<file path="config.mk">
export PLATFORM = sky130hd
export DESIGN_NAME = run_led_sched
export DESIGN_NICKNAME = d
export VERILOG_FILES = /design/src/rtl/run_led_sched.sv
export SDC_FILE = /design/constraint.sdc
export NUM_CORES = 1
export LEC_CHECK = 0
export BUFFER_PORTS_ARGS = -buffer_cell sky130_fd_sc_hd__buf_2
export CAP_MARGIN = 5
export CELL_PAD_IN_SITES_DETAIL_PLACEMENT = 0
export CELL_PAD_IN_SITES_GLOBAL_PLACEMENT = 1
export CORE_MARGIN = 4
export CORE_UTILIZATION = 47
export DETAILED_ROUTE_END_ITERATION = 10
export GPL_TIMING_DRIVEN = 1
export PLACE_DENSITY_LB_ADDON = 0.1
export SLEW_MARGIN = 20
export SYNTH_ARGS = -nofsm -noshare
export SYNTH_HDL_FRONTEND = slang
export SYNTH_SLANG_ARGS = --single-unit
</file>
<file path="constraint.sdc">
create_clock -name CLK -period 2.3 [get_ports CLK]
set_input_delay 0.345 -clock CLK [delete_from_list [all_inputs] [get_ports CLK]]
set_output_delay 0.345 -clock CLK [all_outputs]
set_load 0.02 [all_outputs]
</file>
<file path="src/rtl/run_led_sched.sv">
// run_led_sched: four-LED run-light sequencer with step timer, hold/pause and four selectable patterns.
module run_led_sched #(
   parameter logic [27:0] T_STEP = 28'd50_000_000
) (
   input  logic       CLK,
   input  logic       RSTn,
   input  logic       Start,
   input  logic       Stop,
   input  logic       Hold,
   input  logic [1:0] Mode_Sel,
   output logic [3:0] LED_Out,
   output logic       Busy,
   output logic       Step_Done
);
   typedef enum logic [1:0] {IDLE, RUN, PAUSE} state_t;
   state_t      state, state_n;
   logic [27:0] count, count_n;
   logic [1:0]  r_mode, mode_n;
   logic        dir, dir_n, done_n;
   logic [3:0]  led_n, step_led, pp_led;

   function automatic logic [3:0] init_pat(input logic [1:0] m);
      return m == 2'd3 ? 4'b1111 : m == 2'd1 ? 4'b1000 : 4'b0001;
   endfunction

   always_comb begin
      pp_led   = dir ? LED_Out >> 1 : LED_Out << 1;
      step_led = r_mode == 2'd0 ? {LED_Out[2:0], LED_Out[3]} :
                 r_mode == 2'd1 ? {LED_Out[0], LED_Out[3:1]} :
                 r_mode == 2'd2 ? pp_led : ~LED_Out;
      state_n  = state;
      count_n  = count;
      mode_n   = r_mode;
      dir_n    = dir;
      led_n    = LED_Out;
      done_n   = 1'b0;
      if (Stop) begin
         state_n = IDLE;
         count_n = '0;
         led_n   = '0;
         dir_n   = 1'b0;
      end else if (Start) begin
         state_n = RUN;
         count_n = '0;
         mode_n  = Mode_Sel;
         led_n   = init_pat(Mode_Sel);
         dir_n   = 1'b0;
      end else if (state != IDLE) begin
         // a PAUSE cycle with Hold released already counts, so no cycle is lost on resume
         state_n = Hold ? PAUSE : RUN;
         if (!Hold && count == T_STEP - 28'd1) begin
            count_n = '0;
            done_n  = 1'b1;
            if (Mode_Sel != r_mode) begin
               mode_n = Mode_Sel;
               led_n  = init_pat(Mode_Sel);
               dir_n  = 1'b0;
            end else begin
               led_n = step_led;
               dir_n = r_mode != 2'd2 ? dir : pp_led == 4'b1000 ? 1'b1 : pp_led == 4'b0001 ? 1'b0 : dir;
            end
         end else if (!Hold) begin
            count_n = count + 28'd1;
         end
      end
   end

   always_ff @(posedge CLK or negedge RSTn) begin
      if (!RSTn) begin
         state     <= IDLE;
         count     <= '0;
         r_mode    <= '0;
         dir       <= 1'b0;
         LED_Out   <= '0;
         Busy      <= 1'b0;
         Step_Done <= 1'b0;
      end else begin
         state     <= state_n;
         count     <= count_n;
         r_mode    <= mode_n;
         dir       <= dir_n;
         LED_Out   <= led_n;
         Busy      <= state_n != IDLE;
         Step_Done <= done_n;
      end
   end
endmodule

</file>
==> results.toml <==
[outcome]
status = "completed"

[clock_network]
cts_tree = "yes"
h-tree-depth = 2
cts_max_path_buffers = 2
cts_hold_buffers = 0
postCtsSetupBuffers = 0
clkTransAtPathRegs_ps = 80
cts_resized = 0
cts_inserted_buffers = 5
cts_root_buffer = "clkbuf_8"
clock_sinks = 39
worstSkewPairLatency_ps = 290

[floorplanning]
die_height_um = 77.2
die_area_um2 = 5950
ioPinCount = 13
start_util = 0.499
coreArea_um2 = 4500
die_x_um = 77.2
row_count = 24

[worst_setup_path]
critPathMaxFanout = 7
start_kind = "flip-flop"
reg2reg_slack_ps = 140
r2r-end = "r_mode[1]"
critPathKind = "reg -> reg"
r2r_cells = 5
end_kind = "flip-flop"
required_ps = 2480
critPathArrivalTime_ps = 2330
worstReg2RegStart = "count[10]"

[place]
io_buffers = 12
dp_hpwl_um = 3430
dp_cells = 296
place.gp.congestion = 0.854

[final_layout]
final_util = 0.553
final_cells = 304
drive_above_1_share = 0.171
fillers = 418
nNetsFinal = 259
diodes = 0
area_growth_pct = 10.8

[synthesis]
synthesis.instances = 233
yosysUniqueCellTypes = 51
synth-async-reset-ratio = 1.00
synth-seq-area-share = 0.434
ys_warn_count = 0
ys.flop_type = "dfrtp_1"
syn_area_um2 = 2250
postSynthAreaPerCell_um2 = 9.65
synthesis.nets = 241
synth-seq-cells = 39
synth_edf_count = 0

[global_route]
grt_overflow = 0
antenna_found_initial = 0
grt_pass1_wl_um = 8490
grt_start_max_net_pins = 40
first_global_vias = 1801
grtUsageTotal = 0.176

[detailed_routing]
dr.pass1.iters = 4
via_per_inst = 5.90
drt_iter0_markers = 163
antenna_left = 0
vias = 1795
remaining_drc_errors = 0
wl_per_cell_um = 16.2
wl_um = 4910

[sta]
final-hold-violation-count = 0
worst_slew_pin_slew_ps = 885
rsz0062_at_grt = "false"
maxSlewHeadroom = 0.410
skew_ps = 8.00
setup_tns_ps = 0
hold_slack_ps = 168
clock.fmax_ghz = 0.464
finalCritPeriodShare = 0.937
report.final.slew_viol_count = 0
period_needed_ps = 2160
setup_viol = 0

[flow_run]
drv_cap = 0

[worst_hold_path]
hp-class = "in -> async"

[power_and_ir_drop]
ir_worst_vdd_v = 0.000323
leakage_uw = 0.00102
power.density_nw_per_um2 = 556
[cell usage in the layout, fill, tap and decap left out, types with 2 or more instances in the layout]
cell      instances
inv_1             7
mux2_4            2
xnor2_1          16
nor3_1            7
dfrtp_1          39
nand3b_1          2
or3_1             4
clkbuf_8          7
nand4_1           5
nor3b_1           3
a31oi_1           2
o211ai_1          2
nor2b_1           2
nor4b_1           4
a21oi_1           9
nor4_2            3
buf_2            12
buf_4             8
nor2_1           26
nor4_1            4
nand2b_1          2
nand2_1          16
or2_1             2
and3_1            3
nor3_2            2
nor2_2            2
xor2_1            7
nand3_1          11
a21o_1            4
mux2i_1           4
o21ai_0          12
a22o_1            3
[worst max path at each step]
stage	startpoint	end	slack [ps]	cells after the start
floorplan	count[11]	r_mode[0]	410	5
global placement	count[11]	r_mode[1]	190	5
detailed placement	count[11]	r_mode[1]	130	5
CTS	count[11]	r_mode[1]	120	5
global route	count[11]	r_mode[1]	20	5
finish	count[10]	r_mode[1]	140	5
[state kept, by name, summed over array words and instances (netlist names)]
| name | count |
|---|---|
| dir | 1 |
| Busy | 1 |
| Step_Done | 1 |
| count | 28 |
| state | 2 |
| r_mode | 2 |
| LED_Out | 4 |
[report_power, final]
part	total, uW	switching (uW)	internal (uW)
sequential	730	30.3	699
clock	507	234	274
combinational	147	84.8	62.1
[cells in the mapped netlist (3+ instances only)]
master	count	share of area
a21o_1	4	0.013
a21oi_1	9	0.020
a22o_1	3	0.012
and3_1	3	0.0083
buf_2	3	0.0067
buf_4	3	0.010
dfrtp_1	39	0.43
inv_1	7	0.012
mux2i_1	4	0.018
nand2_1	16	0.027
nand3_1	11	0.024
nand4_1	5	0.014
nor2_1	26	0.043
nor3_1	7	0.016
nor3b_1	3	0.010
nor4_1	4	0.011
nor4_2	3	0.017
nor4b_1	4	0.016
o21ai_0	12	0.027
or3_1	4	0.011
xnor2_1	16	0.062
xor2_1	7	0.027
[per-layer routing]
metal	track usage	vias up	routed length (um)
met5	0	-	0
met3	0.0457	10	197
li1	-	868	-
met4	0.0694	0	90
met2	0.279	48	2310
met1	0.229	869	2310
[layout make-up]
type / count / area [um^2] / share of cell area
clock buffers: 8 / 100 / 0.0402
flip-flops and latches: 39 / 976 / 0.392
multi-input cells: 178 / 1200 / 0.483
well taps: 52 / 65.1 / 0.0261
inverters: 7 / 26.3 / 0.0105
repair buffers: 20 / 120 / 0.0482
[worst max-delay path, stage by stage (launching register included)]
cell and delay (ps):
dfrtp_1 470, nor4bb_1 350, nand4_1 240, or3_4 430, a21oi_4 230, mux2_4 320
[stage by stage]
step / cell area (um^2) / worst slack, ps / power, uW
5_1_grt: 2490 / 23.4 / 1460
3_3_place_gp: 2390 / 191 / 886
6_report: 2490 / 145 / 1380
4_1_cts: 2490 / 118 / 1410
2_1_floorplan: 2250 / 414 / 830
3_5_place_dp: 2390 / 129 / 890
[logic make-up after synthesis]
group / synth area share
adder cells (fa/ha/maj): 0.00556
AND/OR/NAND/NOR: 0.279
XOR/XNOR: 0.0896
AO/OA/AOI/OAI: 0.124
multiplexers: 0.0312
flip-flops: 0.434
buffers and inverters: 0.0367
Note: power is estimated with default switching activity, not from simulation.
